[config.mk]
export PLATFORM = sky130hd
export DESIGN_NAME = muldiv_unit_flat
export DESIGN_NICKNAME = d
export VERILOG_FILES = /design/src/rtl/muldiv_pkg.sv /design/src/rtl/muldiv_if.sv /design/src/rtl/muldiv_sign_fix.sv /design/src/rtl/muldiv_unit.sv /design/src/flat_wrapper.sv
export SDC_FILE = /design/constraint.sdc
export NUM_CORES = 1
export LEC_CHECK = 0
export CORE_AREA = 2 2 189 191
export DETAILED_ROUTE_END_ITERATION = 6
export DIE_AREA = 0 0 191 193
export DONT_BUFFER_PORTS = 1
export MAX_ROUTING_LAYER = met4
export SYNTH_ARGS = -nofsm -noshare
export SYNTH_HDL_FRONTEND = slang
export SYNTH_SLANG_ARGS = --single-unit
export TNS_END_PERCENT = 50
[constraint.sdc]
create_clock -name clk -period 9.9 [get_ports clk]
set_input_delay 1.98 -clock clk [delete_from_list [all_inputs] [get_ports clk]]
set_output_delay 1.98 -clock clk [all_outputs]
set_load 0.01 [all_outputs]
[src/rtl/muldiv_pkg.sv]
// Shared definitions for the iterative RV32M multiply/divide unit:
// funct3 encodings, default widths and the FSM state type.
package muldiv_pkg;

    localparam int MD_XLEN  = 32;
    localparam int MD_CNT_W = 5;

    localparam logic [2:0] F3_MUL    = 3'b000;
    localparam logic [2:0] F3_MULH   = 3'b001;
    localparam logic [2:0] F3_MULHSU = 3'b010;
    localparam logic [2:0] F3_MULHU  = 3'b011;
    localparam logic [2:0] F3_DIV    = 3'b100;
    localparam logic [2:0] F3_DIVU   = 3'b101;
    localparam logic [2:0] F3_REM    = 3'b110;
    localparam logic [2:0] F3_REMU   = 3'b111;

    typedef enum logic [1:0] {
        S_IDLE = 2'd0,
        S_CALC = 2'd1,
        S_DONE = 2'd2
    } state_t;

endpackage

[src/rtl/muldiv_if.sv]
// Request/response bundle between the exec stage (master) and the mul/div unit (slave).
// Both channels are valid/ready: a transfer happens on a rising clk edge where valid and ready are both high; valid must hold until then.
interface muldiv_if #(
    parameter int XLEN = 32
);
    logic            req_valid;
    logic            req_ready;
    logic [2:0]      req_funct3;
    logic [XLEN-1:0] req_a;
    logic [XLEN-1:0] req_b;
    logic [4:0]      req_rd;
    logic            kill;
    logic            resp_valid;
    logic            resp_ready;
    logic [XLEN-1:0] resp_result;
    logic [4:0]      resp_rd;
    logic            busy;

    modport master (
        output req_valid, req_funct3, req_a, req_b, req_rd, kill, resp_ready,
        input  req_ready, resp_valid, resp_result, resp_rd, busy
    );

    modport slave (
        input  req_valid, req_funct3, req_a, req_b, req_rd, kill, resp_ready,
        output req_ready, resp_valid, resp_result, resp_rd, busy
    );
endinterface

[src/rtl/muldiv_sign_fix.sv]
// Operand conditioning: turns a/b into magnitudes according to the signedness
// implied by funct3 and reports whether the selected result must be negated.
module muldiv_sign_fix
    import muldiv_pkg::*;
#(
    parameter int XLEN = MD_XLEN
) (
    input  logic [2:0]      funct3,
    input  logic [XLEN-1:0] a,
    input  logic [XLEN-1:0] b,
    output logic [XLEN-1:0] a_mag,
    output logic [XLEN-1:0] b_mag,
    output logic            res_neg
);
    logic a_signed;
    logic b_signed;
    logic a_neg;
    logic b_neg;

    always_comb begin
        a_signed = (funct3 == F3_MUL) || (funct3 == F3_MULH) || (funct3 == F3_MULHSU) ||
                   (funct3 == F3_DIV) || (funct3 == F3_REM);
        b_signed = (funct3 == F3_MUL) || (funct3 == F3_MULH) ||
                   (funct3 == F3_DIV) || (funct3 == F3_REM);
        a_neg    = a_signed & a[XLEN-1];
        b_neg    = b_signed & b[XLEN-1];
        a_mag    = a_neg ? -a : a;
        b_mag    = b_neg ? -b : b;
        // A remainder follows the dividend's sign; everything else is sign(a)^sign(b).
        res_neg  = (funct3 == F3_REM) ? a_neg : (a_neg ^ b_neg);
    end
endmodule

[src/rtl/muldiv_unit.sv]
// Iterative RV32M multiply/divide unit: one radix-2 step per cycle, one request
// in flight, divide-by-zero and signed overflow answered without iterating.
module muldiv_unit
    import muldiv_pkg::*;
#(
    parameter int XLEN  = MD_XLEN,
    parameter int CNT_W = MD_CNT_W
) (
    input  logic   clk,
    input  logic   reset_n,
    muldiv_if.slave bus,
    output state_t dbg_state
);
    state_t              state_q, state_d;
    logic [CNT_W-1:0]    cnt_q, cnt_d;
    logic [2*XLEN-1:0]   acc_q, acc_d;
    logic [XLEN-1:0]     opb_q, opb_d;
    logic [2:0]          f3_q, f3_d;
    logic [4:0]          rd_q, rd_d;
    logic                neg_q, neg_d;
    logic                req_ready_q, req_ready_d;
    logic                resp_valid_q, resp_valid_d;
    logic                busy_q, busy_d;
    logic [XLEN-1:0]     resp_result_q, resp_result_d;
    logic [4:0]          resp_rd_q, resp_rd_d;

    logic [XLEN-1:0]     a_mag, b_mag;
    logic                in_neg;
    logic                div_by_zero, div_ovf;
    logic [XLEN-1:0]     special_res;
    logic [XLEN:0]       mul_sum, rem_sh, rem_diff;
    logic [2*XLEN-1:0]   acc_step, prod_fix;
    logic [XLEN-1:0]     div_word, div_fix, final_res;

    muldiv_sign_fix #(.XLEN(XLEN)) u_sign_fix (
        .funct3  (bus.req_funct3),
        .a       (bus.req_a),
        .b       (bus.req_b),
        .a_mag   (a_mag),
        .b_mag   (b_mag),
        .res_neg (in_neg)
    );

    always_comb begin
        div_by_zero = bus.req_funct3[2] && (bus.req_b == '0);
        div_ovf     = bus.req_funct3[2] && !bus.req_funct3[0] &&
                      (bus.req_a == {1'b1, {(XLEN-1){1'b0}}}) && (bus.req_b == '1);
        if (div_by_zero)
            special_res = bus.req_funct3[1] ? bus.req_a : '1;
        else
            special_res = bus.req_funct3[1] ? '0 : {1'b1, {(XLEN-1){1'b0}}};
    end

    // Step datapath: low half of acc holds the multiplier (shifted out) or the
    // dividend (shifted into the remainder), high half accumulates.
    always_comb begin
        mul_sum  = {1'b0, acc_q[2*XLEN-1:XLEN]} + (acc_q[0] ? {1'b0, opb_q} : '0);
        rem_sh   = acc_q[2*XLEN-1:XLEN-1];
        rem_diff = rem_sh - {1'b0, opb_q};
        if (!f3_q[2])
            acc_step = {mul_sum, acc_q[XLEN-1:1]};
        else if (!rem_diff[XLEN])
            acc_step = {rem_diff[XLEN-1:0], acc_q[XLEN-2:0], 1'b1};
        else
            acc_step = {rem_sh[XLEN-1:0], acc_q[XLEN-2:0], 1'b0};
        // The product is negated as a whole so MULH* see the correct borrow.
        prod_fix = neg_q ? -acc_step : acc_step;
        div_word = f3_q[1] ? acc_step[2*XLEN-1:XLEN] : acc_step[XLEN-1:0];
        div_fix  = neg_q ? -div_word : div_word;
        if (!f3_q[2])
            final_res = (f3_q[1:0] == 2'b00) ? prod_fix[XLEN-1:0] : prod_fix[2*XLEN-1:XLEN];
        else
            final_res = div_fix;
    end

    always_comb begin
        state_d       = state_q;
        cnt_d         = cnt_q;
        acc_d         = acc_q;
        opb_d         = opb_q;
        f3_d          = f3_q;
        rd_d          = rd_q;
        neg_d         = neg_q;
        req_ready_d   = req_ready_q;
        resp_valid_d  = resp_valid_q;
        busy_d        = busy_q;
        resp_result_d = resp_result_q;
        resp_rd_d     = resp_rd_q;
        case (state_q)
            S_IDLE: begin
                if (bus.req_valid && !bus.kill) begin
                    f3_d        = bus.req_funct3;
                    rd_d        = bus.req_rd;
                    neg_d       = in_neg;
                    cnt_d       = '0;
                    acc_d       = {{XLEN{1'b0}}, a_mag};
                    opb_d       = b_mag;
                    req_ready_d = 1'b0;
                    busy_d      = 1'b1;
                    if (div_by_zero || div_ovf) begin
                        state_d       = S_DONE;
                        resp_valid_d  = 1'b1;
                        resp_result_d = special_res;
                        resp_rd_d     = bus.req_rd;
                    end else begin
                        state_d = S_CALC;
                    end
                end
            end
            S_CALC: begin
                if (bus.kill) begin
                    state_d     = S_IDLE;
                    req_ready_d = 1'b1;
                    busy_d      = 1'b0;
                end else begin
                    acc_d = acc_step;
                    cnt_d = cnt_q + 1'b1;
                    if (cnt_q == CNT_W'(XLEN-1)) begin
                        state_d       = S_DONE;
                        resp_valid_d  = 1'b1;
                        resp_result_d = final_res;
                        resp_rd_d     = rd_q;
                        cnt_d         = '0;
                    end
                end
            end
            S_DONE: begin
                if (bus.kill || bus.resp_ready) begin
                    state_d      = S_IDLE;
                    resp_valid_d = 1'b0;
                    req_ready_d  = 1'b1;
                    busy_d       = 1'b0;
                end
            end
            default: begin
                state_d      = S_IDLE;
                resp_valid_d = 1'b0;
                req_ready_d  = 1'b1;
                busy_d       = 1'b0;
            end
        endcase
    end

    always_ff @(posedge clk or negedge reset_n) begin
        if (!reset_n) begin
            state_q       <= S_IDLE;
            cnt_q         <= '0;
            acc_q         <= '0;
            opb_q         <= '0;
            f3_q          <= '0;
            rd_q          <= '0;
            neg_q         <= 1'b0;
            req_ready_q   <= 1'b1;
            resp_valid_q  <= 1'b0;
            busy_q        <= 1'b0;
            resp_result_q <= '0;
            resp_rd_q     <= '0;
        end else begin
            state_q       <= state_d;
            cnt_q         <= cnt_d;
            acc_q         <= acc_d;
            opb_q         <= opb_d;
            f3_q          <= f3_d;
            rd_q          <= rd_d;
            neg_q         <= neg_d;
            req_ready_q   <= req_ready_d;
            resp_valid_q  <= resp_valid_d;
            busy_q        <= busy_d;
            resp_result_q <= resp_result_d;
            resp_rd_q     <= resp_rd_d;
        end
    end

    assign bus.req_ready   = req_ready_q;
    assign bus.resp_valid  = resp_valid_q;
    assign bus.resp_result = resp_result_q;
    assign bus.resp_rd     = resp_rd_q;
    assign bus.busy        = busy_q;
    assign dbg_state       = state_q;
endmodule

[src/flat_wrapper.sv]
// flat-port wrapper written by rule: the top's interface ports become plain ports
module muldiv_unit_flat import muldiv_pkg::*;
#(
    parameter int XLEN  = MD_XLEN,
    parameter int CNT_W = MD_CNT_W
)
  (clk, reset_n, dbg_state, bus_req_valid, bus_req_funct3, bus_req_a, bus_req_b, bus_req_rd, bus_kill, bus_resp_ready, bus_req_ready, bus_resp_valid, bus_resp_result, bus_resp_rd, bus_busy);
  muldiv_if #(.XLEN(XLEN)) bus_i ();
  input  logic clk;
  input  logic reset_n;
  output state_t dbg_state;
  input wire logic [$bits(bus_i.req_valid)-1:0] bus_req_valid;
  input wire logic [$bits(bus_i.req_funct3)-1:0] bus_req_funct3;
  input wire logic [$bits(bus_i.req_a)-1:0] bus_req_a;
  input wire logic [$bits(bus_i.req_b)-1:0] bus_req_b;
  input wire logic [$bits(bus_i.req_rd)-1:0] bus_req_rd;
  input wire logic [$bits(bus_i.kill)-1:0] bus_kill;
  input wire logic [$bits(bus_i.resp_ready)-1:0] bus_resp_ready;
  output wire logic [$bits(bus_i.req_ready)-1:0] bus_req_ready;
  output wire logic [$bits(bus_i.resp_valid)-1:0] bus_resp_valid;
  output wire logic [$bits(bus_i.resp_result)-1:0] bus_resp_result;
  output wire logic [$bits(bus_i.resp_rd)-1:0] bus_resp_rd;
  output wire logic [$bits(bus_i.busy)-1:0] bus_busy;
  assign bus_i.req_valid = bus_req_valid;
  assign bus_i.req_funct3 = bus_req_funct3;
  assign bus_i.req_a = bus_req_a;
  assign bus_i.req_b = bus_req_b;
  assign bus_i.req_rd = bus_req_rd;
  assign bus_i.kill = bus_kill;
  assign bus_i.resp_ready = bus_resp_ready;
  assign bus_req_ready = bus_i.req_ready;
  assign bus_resp_valid = bus_i.resp_valid;
  assign bus_resp_result = bus_i.resp_result;
  assign bus_resp_rd = bus_i.resp_rd;
  assign bus_busy = bus_i.busy;
  muldiv_unit #(.XLEN(XLEN), .CNT_W(CNT_W)) u_core (.clk(clk), .reset_n(reset_n), .bus(bus_i), .dbg_state(dbg_state));
endmodule
Word-level counts from Yosys, hierarchy flattened
Cells that the tools add are included.

Add/sub/neg operators: 7. Multipliers: 0. Divide/modulo/power cells: 0. Order comparisons: 0. Eq/ne operators: 16. Shift operators: 0. Multiplexer cells: 50. Bitwise operators: 3. Reduce and logical (&&, ||, !) cells: 26.

Operators with widths (number): 2-to-1 mux 32 bit (14); 2-to-1 mux 64 bit (5); one-hot mux 64 bit (2 select lines) (1); negation 32 bit (3); == test 32 bit, second input constant (2); negation 64 bit (1); one-hot mux 32 bit (2 select lines) (1); 2-to-1 mux 5 bit (7); adder 32 x 33 -> 33 bit (1); subtractor 33 x 32 -> 33 bit (1); zero test 32 bit (1); one-hot mux 5 bit (2 select lines) (2); 2-to-1 mux 1 bit (11); 2-to-1 mux 2 bit (5); AND reduction 5 bit (2); one-hot mux 1 bit (3 select lines) (3); AND reduction 3 bit (3); logical OR 1 bit (8); != test 2 x 1 -> 1 bit, second input constant (4); == test 3 bit, second input constant (2); one-hot mux 2 bit (3 select lines) (1); adder 5 x 1 -> 5 bit, second input constant (1); == test 5 bit, second input constant (1); logical AND 1 bit (5); 13 further kinds (17).

Flip-flop bits (word level): 152. Latch bits: 0. RAM bits: 0. Memory bits (read-only): 0. Bits of input ports: 77. Output and inout port bits: 42. Memories: 0.

Logic depth before layout (Yosys ltp)
Gate-level depths: netlist (run 1).

Word-level depth: 10. Gate-level depth with buffers: 25.

Modules after synthesis
From an unflattened synthesis (run 1), not the netlist that was laid out.

Cells, all modules: 2338. Area, all modules: 17660.7 µm².

Modules (own cells, without submodules): muldiv_unit (times used 1, cells each 2116, area each 16155.5 µm², sequential area each 3804.9 µm²); muldiv_sign_fix (times used 1, cells each 222, area each 1505.2 µm², sequential area each 0.0 µm²).

Least setup slack after synthesis (run 1)
Ideal clock, no wire load.

Path kind: flip-flop to flip-flop. Start: reg u_core.acc_q[31]. End: reg u_core.resp_result_q[18] (netlist: u_core.bus.resp_result[18]). Arrival: 5.227 ns. Data required time: 9.774 ns. Setup slack: 4.547 ns. Cell stages (with the launch flop): 24. Buffers on the path: 1. Clock period less this slack: 5.353 ns. Path through: dfrtp_1 > inv_1 > ha_1 > fa_1 > nand2b_1 > a211oi_2 > o2111a_2 > o2111ai_2 > a21oi_4 > nor2_2 > clkbuf_1 > nand2_1 > a21boi_0 > ha_1 > o21ai_0 > or2_2 > nor4_1 > o311ai_0 > nor3_1 > nand4_1 > and3_1 > nor3_1 > a21oi_1 > a221o_1.

Longest elaborated chain between the ends: 10.

Ends and longest elaborated chain: from (decl) (line muldiv_unit.sv:16) `logic [2*XLEN-1:0] acc_q, acc_d;`; from (signal assigned) (line muldiv_unit.sv:148) `acc_q <= '0;`; from (signal assigned) (line muldiv_unit.sv:161) `acc_q <= acc_d;`; subtractor 33 x 32 -> 33 bit (line muldiv_unit.sv:59) `rem_diff = rem_sh - {1'b0, opb_q};`; 2-to-1 mux 64 bit (line muldiv_unit.sv:62) `else if (!rem_diff[XLEN])`; 2-to-1 mux 64 bit * (line muldiv_unit.sv:60) `if (!f3_q[2])`; negation 64 bit or 2-to-1 mux 32 bit (tied branches) (line muldiv_unit.sv:67, muldiv_unit.sv:68); 2-to-1 mux 64 bit or negation 32 bit (tied branches) (line muldiv_unit.sv:67, muldiv_unit.sv:69); 2-to-1 mux 32 bit, on equally long branches (line muldiv_unit.sv:71, muldiv_unit.sv:69); 2-to-1 mux 32 bit * (line muldiv_unit.sv:70) `if (!f3_q[2])`; 2-to-1 mux 32 bit * (line muldiv_unit.sv:118) `if (cnt_q == CNT_W'(XLEN-1)) begin`; 2-to-1 mux 32 bit * (line muldiv_unit.sv:111) `if (bus.kill) begin`; one-hot mux 32 bit (2 select lines) * (line muldiv_unit.sv:89) `case (state_q)`; to (signal assigned) (line muldiv_unit.sv:169) `resp_result_q <= resp_result_d;`; to (decl) (line muldiv_unit.sv:24) `logic [XLEN-1:0] resp_result_q, resp_result_d;`.

Every way passes the cells marked *; elsewhere a longest branch is shown, timed or not. The select of a mux whose other input is x is not followed. A chain may end at the register's enable or synchronous reset.

Worst setup path in the final report (run 1)
Start: reg u_core.acc_q[31]. End: reg u_core.resp_result_q[28] (netlist: u_core.bus.resp_result[28]).

The elaborated chain is that of the path after synthesis.

==> results of run 1 <==
path summary, 6_finish.rpt:
path	startpoint	endpoint	slack (ns)	depth (start not counted)
setup / recovery	u_core.acc_q[31]	u_core.bus.resp_result[28]	2.71	21
hold / removal	u_core.rd_q[0]	u_core.rd_q[0]	0.48	2
setup reg to reg	u_core.acc_q[31]	u_core.bus.resp_result[28]	2.71	21
hold reg to reg	u_core.rd_q[0]	u_core.rd_q[0]	0.48	2
max in group asynchronous	reset_n	u_core.f3_q[1]	8.20	0
min in group asynchronous	reset_n	u_core.acc_q[57]	1.21	0
cell type report:
type,count,area (um2),share of cell area [%]
diodes,3,7.51,0.0413
clock buffers,18,439,2.42
clock inverters,14,178,0.978
inverters,69,259,1.43
multi-input cells,2055,12700,69.7
flip-flops and latches,152,3810,21.0
well taps,461,577,3.18
repair buffers,29,230,1.27
flip-flops by register name, summed over array words and instances (netlist names):
name / flops
u_core.bus.req_ready: 1
u_core.opb_q: 32
u_core.bus.resp_result: 32
u_core.acc_q: 64
u_core.dbg_state: 2
u_core.bus.busy: 1
u_core.rd_q: 5
u_core.cnt_q: 5
u_core.bus.resp_rd: 5
u_core.bus.resp_valid: 1
u_core.f3_q: 3
u_core.neg_q: 1
worst max-delay path: cells and delay by family, from the launching register on:
| family | cells | cell delay, ns |
|---|---|---|
| fa+ha+maj | 3 | 0.89 |
| simple gates | 9 | 2.67 |
| compound gates | 8 | 2.88 |
| flops | 1 | 0.48 |
| buf+inv | 1 | 0.13 |
placed cells by master (no fill, tap or decap), drive strengths merged, types with 13 or more instances in the layout:
master / netlist / final
and2: 47 / 47
clkbuf: 111 / 18
mux2: 26 / 26
o31ai: 41 / 41
or2: 17 / 17
mux2i: 34 / 34
a21oi: 214 / 214
nor4: 32 / 32
a31oi: 41 / 41
a211o: 14 / 14
a21o: 22 / 22
nor2b: 16 / 16
nand4: 26 / 26
nor3: 66 / 66
and3: 16 / 16
nand2: 312 / 312
a211oi: 28 / 28
nand2b: 25 / 25
ha: 71 / 71
o22ai: 13 / 13
or3: 34 / 34
nand3: 90 / 90
dfrtp: 151 / 151
o211ai: 35 / 35
xor2: 79 / 79
o21ai: 262 / 262
nor2: 225 / 225
xnor2: 80 / 80
inv: 69 / 78
o21a: 14 / 14
buf: 32 / 29
kinds of logic (layout without fill, tap and decap cells):
kind of cell,count (synthesis),count (layout),share of synthesized area (%)
and+or+nand+nor,953,953,26.5
AOI/OAI and AO/OA,809,809,29.4
buffers and inverters,212,130,4.80
xor gates and xnor gates,159,159,8.07
DFF,152,152,22.1
adders and majority gates,73,73,5.38
muxes,61,61,3.82
other,0,3,0
routing by layer:
| layer | GRT usage (%) | wire, um | up-vias | share of wire (%) |
|---|---|---|---|---|
| met4 | 15.7 | 2960 | 0 | 4.0 |
| met1 | 54.8 | 31600 | 9141 | 43 |
| met2 | 60.7 | 32600 | 1034 | 44 |
| met5 | - | 0 | - | 0 |
| met3 | 7.22 | 6620 | 176 | 9.0 |
| li1 | - | - | 8711 | - |
report_power, final:
group	internal, mW	switching, mW
registers	0.904	0.502
clock network	0.391	0.337
logic	1.95	3.94
total	3.24	4.78
stage by stage:
stage	hold slack, ns	area (um2)
3_3_place_gp	0.457	17500
3_5_place_dp	0.463	17500
2_1_floorplan	0.445	17300
5_1_grt	0.522	18200
6_report	0.477	18200
4_1_cts	0.480	18200
==> flow_summary.toml, run 1 <==
[grt]
grt-ovfl-total = 0
grt_usage_pct = 40.7
antenna_found_initial = 4
grt_pass1_vias = 17200
grt_pass1_wl_um = 109000
grt_max_degree = 153

[synth]
synth.distinct_cells = 97
synth.avg_cell_area_um2 = 7.13
synth_flop_cell = "dfrtp_1"
yosys-top-cells-count = "312 x nand2_1, 252 x o21ai_0, 224 x nor2_1, 212 x a21oi_1, 151 x dfrtp_1"
seq_area_frac_synth_pct = 22.1
ys_top_cells_by_area = "dfrtp_1 22%, o21ai_0 7.3%, nand2_1 6.8%, a21oi_1 6.2%, ha_1 5.1%"
yosys_warnings = 0
synth_top_area_share_pct = 21.9
synth.most_common_cell = "nand2_1"
synth_edf_count = 0
syn_area_mm2 = 0.0173
syn_nets = 2569
async_reset_ff_share_pct = 100
synth_area_leader_cell = "dfrtp_1"
netlist_instances = 2419
synth_seq_cells = 152

[floorplanning]
die_area_mm2 = 0.0369
coreArea_mm2 = 0.0350
dieHeight_um = 193
ioPinCount = 119
initial_core_util_pct = 49.3
fp-row-count = 69
die_w_um = 191

[power]
p_leak_nw = 7.24
peakVddDrop_v = 0.000366
p_per_area_mw_per_mm2 = 442
p_total_mw = 8.02

[sta]
tightest_slew_ns = 1.13
setup_viol = 0
fin_ws_ns = 2.71
rsz0062_at_grt = "false"
setup_tns_ns = 0
hold_viol_final = 0
period_share_pct = 72.6
period_minus_slack_ns = 7.19
drv_slew = 0
finClkSkew_ns = 0.0129
slew_headroom_pct = 24.6
max_freq_ghz = 0.139

[critical_path]
crit_arrival_ns = 7.54
critPathSlowestCell = "a21oi_4"
path_max_fanout = 27
crit_type = "flip-flop to flip-flop"
start_kind = "flip-flop"
crit_chain = "inv_1 > ha_1 > fa_1 > nand2b_1 > a211oi_2 > o2111a_2 > o2111ai_2 > a21oi_4 > nor2_2 > nand2_1 > a21boi_0 > ha_1 > o21ai_0 > or3_1 > or2_2 > nor4_2 > nand3_1 > nor4_1 > nor2_1 > a31o_2 > o41ai_2"
cp_common_cell = "ha_1"
slowest_delay_ns = 0.69
crit_required_ns = 10.25
cp-end-kind = "flip-flop"

[placed_design]
dp_slack_ns = 2.95
dpl.hpwl_um = 55500
gp_congestion = 1.05
port_buffers = 0
post-place-cells = 2766

[cts]
cts_resized = 0
path_clk_slew_ns = 0.08
cts_tree = "done"
cts_buffer_depth = 2
cts_setup_buffers = 0
htreeDepth = 4
cts_root_buf = "clkbuf_16"
hold_buffers = 0
insertion_delay_ns = 0.48
clock_sinks = 152
cts_made_buffers = 17

[routing]
firstDrtPassIters = 7
totalWireLength_um = 73900
final_antenna_net_count = 0
routedWlPerCell_um = 26.4
viasPerCell = 6.81
drtIter0Drc = 2354
drc_errors = 2
vias = 19100

[finish]
drive_gt1_share_pct = 6.46
utilization_pct = 51.9
fillers = 3547
syn_to_final_growth_pct = 5.27
final-instance-count-excl-fill = 2801
fin_nets = 2474

[status]
status = "finished, violations left"
violations = "design-rule violations"

[job]
maxCapViolations = 0

[worst_hold_path]
hold_path_class = "flip-flop to flip-flop"
(Power assumes the default switching activity.)
==> run 2: changes to the inputs <==
--- a/config.mk
+++ b/config.mk
@@ -10,6 +10,7 @@
 export DIE_AREA = 0 0 191 193
 export DONT_BUFFER_PORTS = 1
 export MAX_ROUTING_LAYER = met4
+export PLACE_DENSITY = 0.67
 export SYNTH_ARGS = -nofsm -noshare
 export SYNTH_HDL_FRONTEND = slang
 export SYNTH_SLANG_ARGS = --single-unit
==> constraint.sdc (replaced) <==
create_clock -name clk -period 6 [get_ports clk]
set_input_delay 1.2 -clock clk [delete_from_list [all_inputs] [get_ports clk]]
set_output_delay 1.2 -clock clk [all_outputs]
set_load 0.01 [all_outputs]
==> run 2 against run 1 <==
Net effect:
- the flow still finishes with violations (design-rule violations)
- first-iteration DRC count is 11% higher
- routed wire length fell by 2.1%
- sequential power is 62% higher
- critical endpoint is now u_core.bus.resp_result[21]
- largest cell class unchanged
- largest power group unchanged
==> flow_summary.toml, run 2 (synthesis gave the netlist of run 1 again) <==
[grt]
grt_max_degree = 153
antenna_found_initial = 4
grt_pass1_vias = 17700
grt_usage_pct = 40.1
grt_pass1_wl_um = 108000
grt-ovfl-total = 0

[sta]
hold_viol_final = 0
rsz0062_at_grt = "false"
setup_viol = 0
max_freq_ghz = 0.172
slew_headroom_pct = 27.4
drv_slew = 0
period_minus_slack_ns = 5.82
tightest_slew_ns = 1.09
finClkSkew_ns = 0.00861
setup_tns_ns = 0
period_share_pct = 97.0

[routing]
final_antenna_net_count = 0
routedWlPerCell_um = 25.4
totalWireLength_um = 72300
vias = 19200
firstDrtPassIters = 7
drc_errors = 2
drtIter0Drc = 2602
viasPerCell = 6.73

[finish]
multi_input_area_mm2 = 0.0127
drive_gt1_share_pct = 8.58
seqCellArea_mm2 = 0.00381
layout_commonest_cell = "nand2_1"
syn_to_final_growth_pct = 7.46
fin_nets = 2527
regMostFlops = "u_core.acc_q"
fillers = 3518
final_cell_mix = "312 x nand2_1, 251 x o21ai_0, 220 x nor2_1"
largest_reg_flops = 64

[critical_path]
crit_arrival_ns = 6.23
crit_start = "u_core.acc_q[32]"
crit_required_ns = 6.41
cp-end-kind = "flip-flop"
critPathSlowestCell = "a211oi_1"
r2r-start = "u_core.acc_q[32]"
path_max_fanout = 11
start_kind = "flip-flop"
r2r_slack_ns = 0.18
crit_type = "flip-flop to flip-flop"
crit_chain = "inv_1 > fa_1 > nand2b_1 > a211oi_2 > o2111a_2 > o2111ai_2 > buf_4 > nand3_1 > nand2_1 > buf_4 > a211oi_1 > a211oi_2 > nand4_1 > o41ai_1 > xor2_1 > a221oi_1 > a211o_1"
slowest_delay_ns = 0.74

[power]
p_per_area_mw_per_mm2 = 728
peakVddDrop_v = 0.000543
p_total_mw = 13.5
p_leak_nw = 7.48

[cts]
hold_buffers = 0
insertion_delay_ns = 0.47
cts_resized = 0
cts_root_buf = "clkbuf_16"
cts_buffer_depth = 2
cts_tree = "done"
path_clk_slew_ns = 0.08
clock_sinks = 152
cts_made_buffers = 17
cts_setup_buffers = 0
htreeDepth = 4

[floorplanning]
ioPinCount = 119
die_area_mm2 = 0.0369
initial_core_util_pct = 49.3
dieHeight_um = 193
coreArea_mm2 = 0.0350
die_w_um = 191
fp-row-count = 69

[status]
status = "finished, violations left"
violations = "design-rule violations"

[placed_design]
dpl.hpwl_um = 55200
gp_congestion = 0.998
port_buffers = 0

[job]
maxCapViolations = 0

[worst_hold_path]
hold_path_class = "input port to asynchronous set/reset pin"
-- run 2: worst paths after layout --
kind | endpoint | depth (start not counted)
hold reg to reg | u_core.rd_q[1] | 2
hold / removal | u_core.bus.resp_result[25] | 0
setup reg to reg | u_core.bus.resp_result[21] | 17
min in group clk | u_core.rd_q[1] | 2
max in group asynchronous | u_core.bus.req_ready | 0
setup / recovery | u_core.bus.resp_result[21] | 17
-- run 2: critical path, delay by kind of cell, from the launching register on --
kind,cells,cell delay [ns]
buffers and inverters,3,0.55
flip-flops,1,0.49
XOR/XNOR,1,0.19
adder cells (fa/ha/maj),1,0.45
AND/OR/NAND/NOR,4,1.26
AO/OA/AOI/OAI,8,2.80
-- run 2: where the power goes --
group | internal (mW) | total, mW | switching [mW]
logic | 3.45 | 10.1 | 6.61
registers | 1.49 | 2.29 | 0.800
clock network | 0.593 | 1.15 | 0.556
total | 5.53 | 13.5 | 7.97
-- run 2: layer usage --
metal	wire [um]	GRT usage, %
met5	0	-
met3	7510	9.63
met2	31800	59.5
met1	29900	52.3
met4	3150	16.4
-- run 2: area by class of cell --
class	instances	share of cell area (%)
Tap cell	461	3.11
Multi-Input combinational cell	2055	68.3
Antenna cell	1	0.0135
Timing Repair Buffer	82	3.39
Clock buffer	18	2.31
Inverter	69	1.40
Sequential cell	152	20.6
Clock inverter	14	0.877
-- run 2: metrics by stage --
stage | area [um2] | hold slack, ns | std cells | utilization [%] | setup WS [ns]
2_1_floorplan | 17300 | 0.445 | 2419 | - | 0.647
3_3_place_gp | 17900 | 0.459 | 2819 | 51.3 | 0.373
3_5_place_dp | 17900 | 0.471 | 2819 | 51.3 | 0.270
4_1_cts | 18500 | 0.407 | 2851 | 53.0 | 0.212
5_1_grt | 18500 | 0.401 | 2852 | 53.0 | 0.0317
6_report | 18500 | 0.418 | 2852 | 53.0 | 0.179
